[src/rtl/btn_evt_pkg.sv]
// Shared types and default tuning constants for the button event decoder.
package btn_evt_pkg;

  typedef enum logic [2:0] {
    IDLE,
    PRESSED,
    LONG_HELD,
    WAIT_SECOND,
    SECOND_PRESS
  } btn_state_e;

  localparam int unsigned BTN_LONG_PRESS_CYCLES = 50;
  localparam int unsigned BTN_DOUBLE_GAP_CYCLES = 20;
  localparam int unsigned BTN_REPEAT_CYCLES     = 10;
  localparam int unsigned BTN_CNT_W             = 16;

endpackage

[src/rtl/btn_evt_timer.sv]
// Saturating shared timer with clear / load-1 / increment controls and a
// terminal-count compare against a caller-selected value.
module btn_evt_timer #(
  parameter int unsigned CNT_W = 16
) (
  input  logic             clk,
  input  logic             reset_n,
  input  logic             clr,
  input  logic             load1,
  input  logic             inc,
  input  logic [CNT_W-1:0] cmp_val,
  output logic             hit
);

  logic [CNT_W-1:0] cnt_d, cnt_q;

  always_comb begin
    cnt_d = cnt_q;
    if (clr) begin
      cnt_d = '0;
    end else if (load1) begin
      cnt_d = CNT_W'(1);
    end else if (inc && (cnt_q != '1)) begin
      cnt_d = cnt_q + 1'b1;
    end
  end

  always_ff @(posedge clk) begin
    if (!reset_n) begin
      cnt_q <= '0;
    end else begin
      cnt_q <= cnt_d;
    end
  end

  assign hit = (cnt_q == cmp_val);

endmodule

[src/rtl/btn_event_decoder.sv]
// Classifies a debounced button level into press/short/long/double events.
// Define BTN_EVT_REPEAT_EN to enable auto-repeat pulses while a long press is held.
module btn_event_decoder
  import btn_evt_pkg::*;
#(
  parameter int unsigned LONG_PRESS_CYCLES = BTN_LONG_PRESS_CYCLES,
  parameter int unsigned DOUBLE_GAP_CYCLES = BTN_DOUBLE_GAP_CYCLES,
  parameter int unsigned REPEAT_CYCLES     = BTN_REPEAT_CYCLES,
  parameter int unsigned CNT_W             = BTN_CNT_W
) (
  input  logic clk,
  input  logic reset_n,
  input  logic clean_in,
  input  logic enable,
  output logic press_evt,
  output logic short_evt,
  output logic long_evt,
  output logic double_evt,
  output logic repeat_evt,
  output logic busy
);

  localparam logic [CNT_W-1:0] LONG_TC = CNT_W'(LONG_PRESS_CYCLES - 1);
  localparam logic [CNT_W-1:0] GAP_TC  = CNT_W'(DOUBLE_GAP_CYCLES - 1);
  localparam logic [CNT_W-1:0] REP_TC  = CNT_W'(REPEAT_CYCLES - 1);

  btn_state_e       state_d, state_q;
  logic             clean_d, clean_q;
  logic             press_d, press_q;
  logic             short_d, short_q;
  logic             long_d, long_q;
  logic             double_d, double_q;
  logic             rep_d;
  logic             rise;
  logic             tmr_clr, tmr_load1, tmr_inc, tmr_hit;
  logic [CNT_W-1:0] tmr_cmp;

  btn_evt_timer #(.CNT_W(CNT_W)) u_timer (
    .clk     (clk),
    .reset_n (reset_n),
    .clr     (tmr_clr),
    .load1   (tmr_load1),
    .inc     (tmr_inc),
    .cmp_val (tmr_cmp),
    .hit     (tmr_hit)
  );

  assign rise    = clean_in & ~clean_q;
  assign clean_d = clean_in;

  always_comb begin
    state_d   = state_q;
    tmr_clr   = 1'b0;
    tmr_load1 = 1'b0;
    tmr_inc   = 1'b0;
    press_d   = 1'b0;
    short_d   = 1'b0;
    long_d    = 1'b0;
    double_d  = 1'b0;
    rep_d     = 1'b0;

    unique case (state_q)
      PRESSED:     tmr_cmp = LONG_TC;
      WAIT_SECOND: tmr_cmp = GAP_TC;
      default:     tmr_cmp = REP_TC;
    endcase

    case (state_q)
      IDLE: begin
        if (rise) begin
          state_d   = PRESSED;
          tmr_load1 = 1'b1;
          press_d   = 1'b1;
        end
      end
      PRESSED: begin
        if (clean_in && tmr_hit) begin
          state_d = LONG_HELD;
          tmr_clr = 1'b1;
          long_d  = 1'b1;
        end else if (clean_in) begin
          tmr_inc = 1'b1;
        end else begin
          state_d   = WAIT_SECOND;
          tmr_load1 = 1'b1;
        end
      end
      LONG_HELD: begin
        if (!clean_in) begin
          state_d = IDLE;
          tmr_clr = 1'b1;
        end
`ifdef BTN_EVT_REPEAT_EN
        else if (tmr_hit) begin
          tmr_clr = 1'b1;
          rep_d   = 1'b1;
        end else begin
          tmr_inc = 1'b1;
        end
`endif
      end
      WAIT_SECOND: begin
        if (clean_in) begin
          state_d  = SECOND_PRESS;
          tmr_clr  = 1'b1;
          double_d = 1'b1;
          press_d  = 1'b1;
        end else if (tmr_hit) begin
          state_d = IDLE;
          tmr_clr = 1'b1;
          short_d = 1'b1;
        end else begin
          tmr_inc = 1'b1;
        end
      end
      SECOND_PRESS: begin
        if (!clean_in) begin
          state_d = IDLE;
          tmr_clr = 1'b1;
        end
      end
      default: begin
        state_d = IDLE;
        tmr_clr = 1'b1;
      end
    endcase

    // Disable wins over every transition and drops any pending short press.
    if (!enable) begin
      state_d   = IDLE;
      tmr_clr   = 1'b1;
      tmr_load1 = 1'b0;
      tmr_inc   = 1'b0;
      press_d   = 1'b0;
      short_d   = 1'b0;
      long_d    = 1'b0;
      double_d  = 1'b0;
      rep_d     = 1'b0;
    end
  end

  // clean_q resets high so a button held through reset is not seen as a rise.
  always_ff @(posedge clk) begin
    if (!reset_n) begin
      state_q  <= IDLE;
      clean_q  <= 1'b1;
      press_q  <= 1'b0;
      short_q  <= 1'b0;
      long_q   <= 1'b0;
      double_q <= 1'b0;
    end else begin
      state_q  <= state_d;
      clean_q  <= clean_d;
      press_q  <= press_d;
      short_q  <= short_d;
      long_q   <= long_d;
      double_q <= double_d;
    end
  end

`ifdef BTN_EVT_REPEAT_EN
  logic rep_q;

  always_ff @(posedge clk) begin
    if (!reset_n) begin
      rep_q <= 1'b0;
    end else begin
      rep_q <= rep_d;
    end
  end

  assign repeat_evt = rep_q;
`else
  logic unused_rep;
  assign unused_rep = rep_d;
  assign repeat_evt = 1'b0;
`endif

  assign press_evt  = press_q;
  assign short_evt  = short_q;
  assign long_evt   = long_q;
  assign double_evt = double_q;
  assign busy       = (state_q != IDLE);

endmodule

[config.mk]
export PLATFORM = sky130hd
export DESIGN_NAME = btn_event_decoder
export DESIGN_NICKNAME = d
export VERILOG_FILES = /design/src/rtl/btn_evt_pkg.sv /design/src/rtl/btn_evt_timer.sv /design/src/rtl/btn_event_decoder.sv
export SDC_FILE = /design/constraint.sdc
export NUM_CORES = 1
export LEC_CHECK = 0
export CAP_MARGIN = 10
export CORE_ASPECT_RATIO = 1.1
export CORE_MARGIN = 10
export CORE_UTILIZATION = 50
export CTS_CLUSTER_DIAMETER = 50
export DETAILED_ROUTE_END_ITERATION = 10
export GPL_ROUTABILITY_DRIVEN = 0
export HOLD_SLACK_MARGIN = 0.08
export PLACE_DENSITY_LB_ADDON = 0.25
export SETUP_SLACK_MARGIN = 0.15
export SLEW_MARGIN = 10
export SYNTH_ARGS = -nofsm -noshare
export SYNTH_HDL_FRONTEND = slang
export SYNTH_SLANG_ARGS = --single-unit
[constraint.sdc]
create_clock -name clk -period 2.6 [get_ports clk]
set_clock_uncertainty 0.2 [all_clocks]
set_input_delay 0.52 -clock clk [delete_from_list [all_inputs] [get_ports clk]]
set_output_delay 0.52 -clock clk [all_outputs]
set_load 0.01 [all_outputs]
==> results of run 1 <==
-- cell usage after synthesis --
cell	number
or2_1	1
a31oi_1	3
a21oi_1	8
nand3_1	13
and3_1	5
xnor2_1	6
dfxtp_1	24
inv_1	2
or2_2	2
xor2_1	8
nor4bb_1	1
nand3_2	1
buf_4	2
mux2i_2	1
nor2_1	22
nor4_1	5
nand2_1	11
nor2b_1	1
conb_1	1
nor3b_1	1
nor2b_4	1
ha_1	1
or4_1	3
and4_1	1
o2111a_1	1
nand4_1	6
or4b_1	1
nor4b_1	1
nor3_1	3
o21ai_0	5
clkbuf_1	4
nand3b_1	3
clkbuf_2	1
o21ai_2	1
buf_2	3
o31ai_1	1
mux2i_1	1
nor3_2	1
nand2b_1	3
or3_1	4
-- logic make-up (layout without fill, tap and decap cells) --
| family | Yosys count | count (layout) | synth area share [%] |
|---|---|---|---|
| compound gates | 19 | 19 | 8.51 |
| buf+inv | 12 | 17 | 4.40 |
| mux | 2 | 2 | 1.82 |
| other cells | 1 | 1 | 0.287 |
| flops | 24 | 24 | 36.7 |
| fa+ha+maj | 1 | 1 | 0.956 |
| simple gates | 90 | 90 | 38.0 |
| xor+xnor | 14 | 14 | 9.37 |
-- worst min-delay path: stages, from the launching register on --
cell	delay, ns
dfxtp_1	0.37
or3_1	0.11
a21oi_1	0.06
-- routing by layer --
| metal | vias up | wire length (um) | share of wire (%) | global-route usage (%) |
|---|---|---|---|---|
| met5 | - | 0 | 0 | 0 |
| met4 | 0 | 46 | 1.7 | 4.82 |
| met3 | 5 | 109 | 4.0 | 2.74 |
| met2 | 29 | 1360 | 50 | 20.2 |
| met1 | 538 | 1200 | 44 | 14.5 |
| li1 | 590 | - | - | - |
-- registers in the layout (all words and copies together), names as in the netlist --
name           count
u_timer.cnt_q     16
state_q            3
clean_q            1
double_evt         1
long_evt           1
press_evt          1
short_evt          1
-- report_power, final --
part | internal, mW | total (mW) | switching [mW]
combinational | 0.0152 | 0.0344 | 0.0192
sequential | 0.369 | 0.371 | 0.00162
clock | 0.0542 | 0.159 | 0.104
total | 0.439 | 0.564 | 0.125
-- cell type report --
type / instances / area (um^2)
clock buffer: 3 / 22.5
fill: 258 / 1060
inverter: 2 / 7.51
multi-input combinational: 127 / 771
sequential: 24 / 482
tap: 31 / 38.8
timing repair buffer: 12 / 110
-- through the flow --
stage | utilization, % | setup TNS, ns | setup slack [ns]
after global placement | 56.4 | 0 | 0.00447
after floorplan | - | 0 | 0.424
final | 57.3 | 0 | 0.257
after CTS | 57.3 | 0 | 0.204
after global routing | 57.3 | 0 | 0.179
after detailed placement | 56.4 | -0.241 | -0.0787
-- final timing paths --
path,start,end,slack [ns]
max,state_q[2],busy,0.26
min,clean_q,press_evt,0.37
max reg2reg,state_q[2],u_timer.cnt_q[15],0.34
min reg2reg,clean_q,press_evt,0.37
-- placed cells by master (no fill, tap or decap), drive strengths merged, types with 3 or more instances in the layout --
master,netlist,layout
nor4,5,5
nand3,14,14
nand2b,3,3
nand4,6,6
nor3,4,4
xnor2,6,6
nand3b,3,3
a31oi,3,3
dfxtp,24,24
nand2,11,11
or3,4,4
and3,5,5
buf,5,4
nor2,22,22
clkbuf,5,3
or2,3,3
clkdlybuf4s50,0,8
xor2,8,8
a21oi,8,8
o21ai,6,6
or4,3,3
==> reports/qor.csv, run 1 <==
stage,metric,value,unit
detailed_routing,Vias,1162,
synthesis,post-synthesis cell type count,40,
timing,WHS,0.368,ns
timing,Max Clk Rate,427,MHz
final_layout,fin cells,199,
synthesis,post-synthesis cell area,0.00131,mm^2
hold_path,Hold Path Depth,2,
timing,unrepaired setup endpoints after global routing,no,
die,number of I/O pins,10,
placed_design,placed cell count,196,
worst_setup_path,Worst EP required,1.88,ns
final_layout,share of cells above drive strength 1,8.93,%
worst_setup_path,"slowest stage delay, CP",0.48,ns
worst_setup_path,CP Max Fanout,12,
clocking,post-CTS setup buffers,0,
final_layout,Area Growth Syn to Fin,9.37,%
synthesis,syn_nets,168,
synthesis,Yosys reg bits,24,
clocking,total CTS buffers,3,
worst_setup_path,WP depth,2,
worst_setup_path,critical path type,reg2out,
global_route,global route overflow,0,
worst_setup_path,Critical Path Sink Type,output pin,
clocking,H-Tree Depth,1,
detailed_routing,via/cell ratio,5.84,
global_route,initial antenna violation count,0,
synthesis,Synth Warn #,0,
pwr,Pwr Total,564,uW
pwr,highest ir drop seen on vdd,0.265,mV
die,initial core utilization,52.4,%
clocking,Clock transition at path regs,0.12,ns
worst_setup_path,WP data arrival,1.62,ns
timing,final hold vios,0,
clocking,CTS tree,yes,
synthesis,Post-Syn Instances,163,
timing,Max Transition Viols Final,0,
worst_setup_path,startpoint types,flip-flop,
clocking,post-cts resize count,0,
hold_path,worst hold path class,reg2reg,
detailed_routing,Post-DRT Antenna Nets,0,
synthesis,leading area contributor after synthesis,dfxtp_1,
synthesis,Area contributors post-synth,"dfxtp_1 (37%), nor2_1 (6.3%), xor2_1 (5.4%)",
worst_setup_path,CP max-delay cell,clkdlybuf4s50_1,
final_layout,Final Cell Area,0.00143,mm^2
die,die area,0.00507,mm^2
detailed_routing,DR pass1 iterations,4,
clocking,Longest Clk Path Bufs,2,
synthesis,syn avg cell area,8.03,um^2
outcome,outcome,completed,
worst_setup_path,R2R depth,6,
run,number of max-cap violations,0,
synthesis,sequential area share after synthesis,36.7,%
global_route,largest net degree at the start of global routing,16,
worst_setup_path,CP bufs+invs,1,
pwr,P_leak,0.465,nW
final_layout,antenna cell count,0,
clocking,hold buffers post-CTS,0,
placed_design,placed cell area,0.00141,mm^2
die,Die Ht,73.7,um
die,CORE AREA,0.00250,mm^2
global_route,first-pass GRT wire length,4.80,mm
timing,minimum clock period,2.34,ns
detailed_routing,WL final,2.72,mm
detailed_routing,DRC,0,
pwr,power per cell area,394,mW/mm^2
die,# rows,19,
clocking,# clock sinks,24,
final_layout,nets,175,
timing,final setup fails,0,
placed_design,port bufs,8,
detailed_routing,Iteration-0 DRC Markers,44,
clocking,Worst-Skew Late Latency,0.31,ns
detailed_routing,drt wl/cell,13.7,um
placed_design,HPWL Detailed,2.10,mm
global_route,vias in the first global route,1132,
clocking,root buf cell,clkbuf_4,
die,die width,68.8,um
global_route,GRT Total Usage,12.1,%
synthesis,post-synth top area share,36.7,%
timing,Final period util,90.1,%
worst_setup_path,CP top delay family,buffers and inverters,
worst_setup_path,crit-path cells,or3_1 > clkdlybuf4s50_1,
Power figures use the tool's default switching activity.
==> inputs of run 2 (changes only) <==
--- a/config.mk
+++ b/config.mk
@@ -5,11 +5,10 @@
 export SDC_FILE = /design/constraint.sdc
 export NUM_CORES = 1
 export LEC_CHECK = 0
-export CAP_MARGIN = 10
+export CAP_MARGIN = 20
 export CORE_ASPECT_RATIO = 1.1
 export CORE_MARGIN = 10
 export CORE_UTILIZATION = 50
-export CTS_CLUSTER_DIAMETER = 50
 export DETAILED_ROUTE_END_ITERATION = 10
 export GPL_ROUTABILITY_DRIVEN = 0
 export HOLD_SLACK_MARGIN = 0.08
==> results of run 2 <==
Final layout, timing and power as in run 1 (identical DEF).
